<file path="config.mk">
export PLATFORM = sky130hd
export DESIGN_NAME = counter_target_sequencer
export DESIGN_NICKNAME = d
export VERILOG_FILES = /design/src/rtl/counter_target_sequencer.sv
export SDC_FILE = /design/constraint.sdc
export NUM_CORES = 1
export LEC_CHECK = 0
export CAP_MARGIN = 20
export CORE_MARGIN = 1
export CORE_UTILIZATION = 45
export DETAILED_ROUTE_END_ITERATION = 7
export HOLD_SLACK_MARGIN = 0.12
export PLACE_DENSITY = 0.66
export SYNTH_ARGS = -nofsm -noshare
export SYNTH_HDL_FRONTEND = slang
export SYNTH_SLANG_ARGS = --single-unit
</file>
<file path="constraint.sdc">
create_clock -name clk -period 9.5 [get_ports clk]
set_clock_uncertainty 0.15 [all_clocks]
set_input_delay 2.85 -clock clk [delete_from_list [all_inputs] [get_ports clk]]
set_output_delay 2.85 -clock clk [all_outputs]
set_load 0.05 [all_outputs]
</file>
<file path="src/rtl/counter_target_sequencer.sv">
// Drives a counter-bank channel toward a target value along the shorter
// wrap-around direction and reports the cycles taken, a range error, a timeout or an abort.
module counter_target_sequencer #(
  parameter int unsigned SETTLE_CYC = 2,
  parameter int unsigned TIMEOUT    = 1024,
  parameter int unsigned CW_W       = 16
) (
  input  logic            clk,
  input  logic            rst_n,
  input  logic            cmd_valid,
  output logic            cmd_ready,
  input  logic [1:0]      cmd_sel,
  input  logic [7:0]      cmd_target,
  input  logic            cmd_comp,
  input  logic            abort,
  input  logic [7:0]      yin,
  output logic [1:0]      sel,
  output logic            up_down,
  output logic            comp,
  output logic            busy,
  output logic            done,
  output logic            err,
  output logic [1:0]      err_code,
  output logic [CW_W-1:0] cycles
);

  typedef enum logic [2:0] {
    S_IDLE,
    S_SETTLE,
    S_DIR,
    S_RUN,
    S_DONE,
    S_ERR
  } state_t;

  localparam int unsigned CMAX =
    (CW_W >= 17) ? 32'h1FFFF : (32'd1 << CW_W) - 32'd1;

  state_t          state_q, state_d;
  logic [1:0]      lsel_q, lsel_d;
  logic [7:0]      tgt_q, tgt_d;
  logic            ccfg_q, ccfg_d;
  logic [1:0]      sel_q, sel_d;
  logic            ud_q, ud_d;
  logic [1:0]      code_q, code_d;
  logic [CW_W-1:0] cyc_q, cyc_d;
  logic [3:0]      stl_q, stl_d;
  logic [15:0]     run_q, run_d;
  logic [7:0]      start_q, start_d;

  logic [7:0]      mask;
  logic [7:0]      d_up;
  logic [7:0]      d_dn;
  logic [16:0]     run_nxt;
  logic            match;

  function automatic logic [7:0] wmask(input logic [1:0] s);
    return 8'hFF >> (2'd3 - s);
  endfunction

  assign mask    = wmask(lsel_q);
  assign d_up    = (tgt_q - start_q) & mask;
  assign d_dn    = (start_q - tgt_q) & mask;
  assign run_nxt = {1'b0, run_q} + 17'd1;
  assign match   = (yin & mask) == tgt_q;

  always_comb begin
    state_d = state_q;
    lsel_d  = lsel_q;
    tgt_d   = tgt_q;
    ccfg_d  = ccfg_q;
    sel_d   = sel_q;
    ud_d    = ud_q;
    code_d  = code_q;
    cyc_d   = cyc_q;
    stl_d   = stl_q;
    run_d   = run_q;
    start_d = start_q;
    unique case (state_q)
      S_IDLE: begin
        if (cmd_valid) begin
          lsel_d = cmd_sel;
          tgt_d  = cmd_target;
          ccfg_d = cmd_comp;
          code_d = 2'b00;
          cyc_d  = '0;
          run_d  = '0;
          stl_d  = 4'(SETTLE_CYC - 1);
          if ((cmd_target & ~wmask(cmd_sel)) != 8'd0) begin
            code_d  = 2'b01;
            state_d = S_ERR;
          end else begin
            sel_d   = cmd_sel;
            state_d = S_SETTLE;
          end
        end
      end
      S_SETTLE: begin
        if (abort) begin
          code_d  = 2'b11;
          state_d = S_ERR;
        end else if (stl_q == 4'd0) begin
          start_d = yin & mask;
          state_d = S_DIR;
        end else begin
          stl_d = stl_q - 4'd1;
        end
      end
      S_DIR: begin
        if (abort) begin
          code_d  = 2'b11;
          state_d = S_ERR;
        end else begin
          ud_d    = d_up <= d_dn;
          state_d = (d_up == 8'd0) ? S_DONE : S_RUN;
        end
      end
      S_RUN: begin
        run_d = run_nxt[15:0];
        if (abort) begin
          code_d  = 2'b11;
          state_d = S_ERR;
        end else if (match) begin
          cyc_d   = (32'(run_nxt) > CMAX) ? '1 : CW_W'(run_nxt);
          state_d = S_DONE;
        end else if (32'(run_nxt) >= TIMEOUT) begin
          code_d  = 2'b10;
          state_d = S_ERR;
        end
      end
      S_DONE:  state_d = S_IDLE;
      S_ERR:   state_d = S_IDLE;
      default: state_d = S_IDLE;
    endcase
  end

  always_ff @(posedge clk or negedge rst_n) begin
    if (!rst_n) begin
      state_q <= S_IDLE;
      lsel_q  <= '0;
      tgt_q   <= '0;
      ccfg_q  <= 1'b0;
      sel_q   <= '0;
      ud_q    <= 1'b1;
      code_q  <= '0;
      cyc_q   <= '0;
      stl_q   <= '0;
      run_q   <= '0;
      start_q <= '0;
    end else begin
      state_q <= state_d;
      lsel_q  <= lsel_d;
      tgt_q   <= tgt_d;
      ccfg_q  <= ccfg_d;
      sel_q   <= sel_d;
      ud_q    <= ud_d;
      code_q  <= code_d;
      cyc_q   <= cyc_d;
      stl_q   <= stl_d;
      run_q   <= run_d;
      start_q <= start_d;
    end
  end

  assign cmd_ready = state_q == S_IDLE;
  assign busy      = state_q != S_IDLE;
  assign done      = state_q == S_DONE;
  assign err       = state_q == S_ERR;
  assign comp      = (state_q == S_RUN) & ccfg_q;
  assign sel       = sel_q;
  assign up_down   = ud_q;
  assign err_code  = code_q;
  assign cycles    = cyc_q;

endmodule

</file>
==> flow_summary.json <==
{
  "seq_area_frac_synth_pct": 37.3,
  "grt_overflow_total": 0,
  "syn_area_mm2": 0.00423,
  "n_antenna_cell": 0,
  "post-route-period-util_pct": 59.1,
  "drt_pass1_iterations": 4,
  "p_leak_nw": 2.19,
  "clock-sinks": 63,
  "setup_violations": 0,
  "finalHoldViolCount": 0,
  "slew-limit-headroom_pct": 36.7,
  "cts_hold_buffers": 0,
  "post_cts_buffers": 0,
  "max_slew.worst_pin.slew_ns": 0.941,
  "grt_pass1_wl_um": 17400,
  "rows": 34,
  "syn_nets": 545,
  "drive_gt1_share_pct": 8.60,
  "drtAntennaViolNets": 0,
  "dieWidth_um": 98.9,
  "first_iter_violations": 163,
  "drv_cap": 0,
  "fp.coreArea_mm2": 0.00889,
  "cp_data_arrival_time_ns": 2.62,
  "slew_viol_final": 0,
  "intPower_mw": 0.890,
  "ir_drop_uv": 237,
  "vias": 3597,
  "cts_tree": "yes",
  "path_clk_slew_ns": 0.08,
  "cts-resized-gates": 0,
  "cts_made_buffers": 9,
  "required_ns": 6.50,
  "tns_ns": 0,
  "cp_max_fo": 11,
  "post_dp_cell_area_mm2": 0.00474,
  "grt_max_degree": 64,
  "antenna_found_initial": 0,
  "pin_count": 49,
  "final_cell_mix": "nand2_1 (62), dfrtp_1 (62), clkdlybuf4s50_1 (47), a21oi_1 (45), o21ai_0 (42)",
  "hold_path.class": "register to register",
  "ys_top_cells_by_area": "dfrtp_1 (37%), ha_1 (7.4%), nand2_1 (5.5%), a21oi_1 (5.3%), o21ai_0 (5.0%)",
  "die_y_um": 98.9,
  "portBuffers": 48,
  "synth.avg_cell_area_um2": 8.54,
  "ys_async_sr_fraction_pct": 100,
  "clk_path_buf_depth": 2,
  "placed_cells": 627,
  "area_delta_synth_final_pct": 18.2,
  "crit_type": "register to output pin",
  "status": "completed",
  "period_needed_ns": 5.62,
  "nNetsFinal": 580,
  "crit_path_start_kind": "register",
  "powerDensity_mw_per_mm2": 321,
  "cts_max_level": 3,
  "end_kind": "output pin",
  "place_hpwl_um": 7300,
  "p_switching_mw": 0.715,
  "clock_latency_ns": 0.35,
  "synth_top_area_cell": "dfrtp_1",
  "comb_power_share_pct": 55.7,
  "grt_pass1_vias": 3486,
  "gp_congestion": 0.843,
  "swShare_pct": 44.5,
  "synth.yosys.warnings": 0,
  "synth_seq_cells": 63,
  "cts_root_buf": "clkbuf_8",
  "synth_cell_type_count": 65,
  "synth_top_area_share_pct": 36.7,
  "routed_wl_um": 10200,
  "synth_edf_count": 0,
  "start_util_pct": 47.5,
  "syn_inst": 495,
  "drc": 0,
  "rsz0062_at_grt": "false",
  "fmax_mhz": 178,
  "seqPwrFrac_pct": 25.5,
  "via_per_inst": 5.59,
  "die_area_mm2": 0.00978,
  "wl_per_cell_um": 15.8,
  "synth_ff_type": "dfrtp_1",
  "power_frac_clock_pct": 18.9,
  "track_usage_pct": 22.7,
  "fin_area_mm2": 0.00499,
  "instances_no_fill": 643
}
synth_stat cells (5+ instances only):
library cell,instances
nand2b_1,6
nor2_1,36
and2_1,7
a21oi_1,45
xor2_1,15
mux2_2,7
nor3_1,10
clkbuf_1,15
dfrtp_1,62
ha_1,25
xnor2_1,16
nand2_1,62
inv_1,29
buf_2,11
nor2b_1,8
nand3_1,25
nand4_1,5
o21ai_0,42
routing by layer:
layer / GRT usage, % / part of all wire, %
met4: 7.23 / 1.2
met1: 33.5 / 50
met3: 3.69 / 4.2
met5: 0 / 0
met2: 33.8 / 45
state kept, by name (all words and copies together), names as in the netlist:
name,flops
stl_q,4
run_q,16
sel,2
up_down,1
err_code,2
start_q,8
state_q,3
cycles,16
ccfg_q,1
lsel_q,2
tgt_q,8
path summary, 6_finish.rpt:
kind                             from          to  slack [ns]  cells past startpoint
hold reg to reg                ccfg_q      ccfg_q        0.32                      2
setup reg to reg             tgt_q[0]  state_q[0]        6.03                     11
min in group asynchronous       rst_n    tgt_q[3]        2.51                      2
max in group asynchronous       rst_n    run_q[2]        6.14                      2
setup / recovery           state_q[1]        comp        3.88                      4
hold / removal                 ccfg_q      ccfg_q        0.32                      2
cell families after synthesis:
| family | after synthesis | share of synthesized area [%] |
|---|---|---|
| compound gates | 116 | 15.9 |
| xor+xnor | 31 | 6.43 |
| fa+ha+maj | 27 | 8.35 |
| buf+inv | 57 | 5.39 |
| flops | 63 | 37.3 |
| mux | 10 | 2.69 |
| simple gates | 191 | 23.9 |
power by group through the flow:
stage | combinational [mW] | sequential [mW] | clock, mW
after floorplan | 0.668 | 0.416 | 0
after global placement | 0.859 | 0.410 | 0
after detailed placement | 0.888 | 0.414 | 0
after CTS | 0.897 | 0.408 | 0.310
after global routing | 1.00 | 0.420 | 0.324
final | 0.893 | 0.408 | 0.303
metrics by stage:
stage	worst slack (ns)	hold WS (ns)	utilization, %	power (mW)
floorplan	4.78	0.287	-	1.08
global placement	4.07	0.303	53.3	1.27
detailed placement	4.01	0.313	53.3	1.30
CTS	3.88	0.334	56.2	1.62
global route	3.77	0.371	56.2	1.74
finish	3.88	0.323	56.2	1.60
worst max-delay path, cell delays in order (launching register included):
cell	delay, ns
dfrtp_1	0.48
nand2_1	0.12
nor2_1	0.62
and2_1	0.23
clkdlybuf4s50_1	0.81
final cells by class:
type,instances,area (um2)
fillers,814,3900
multi-input cells,375,2420
flip-flops and latches,63,1580
repair buffers,51,498
well taps,108,135
clock inverters,7,128
clock buffers,9,124
inverters,30,113
(Power assumes the default switching activity.)
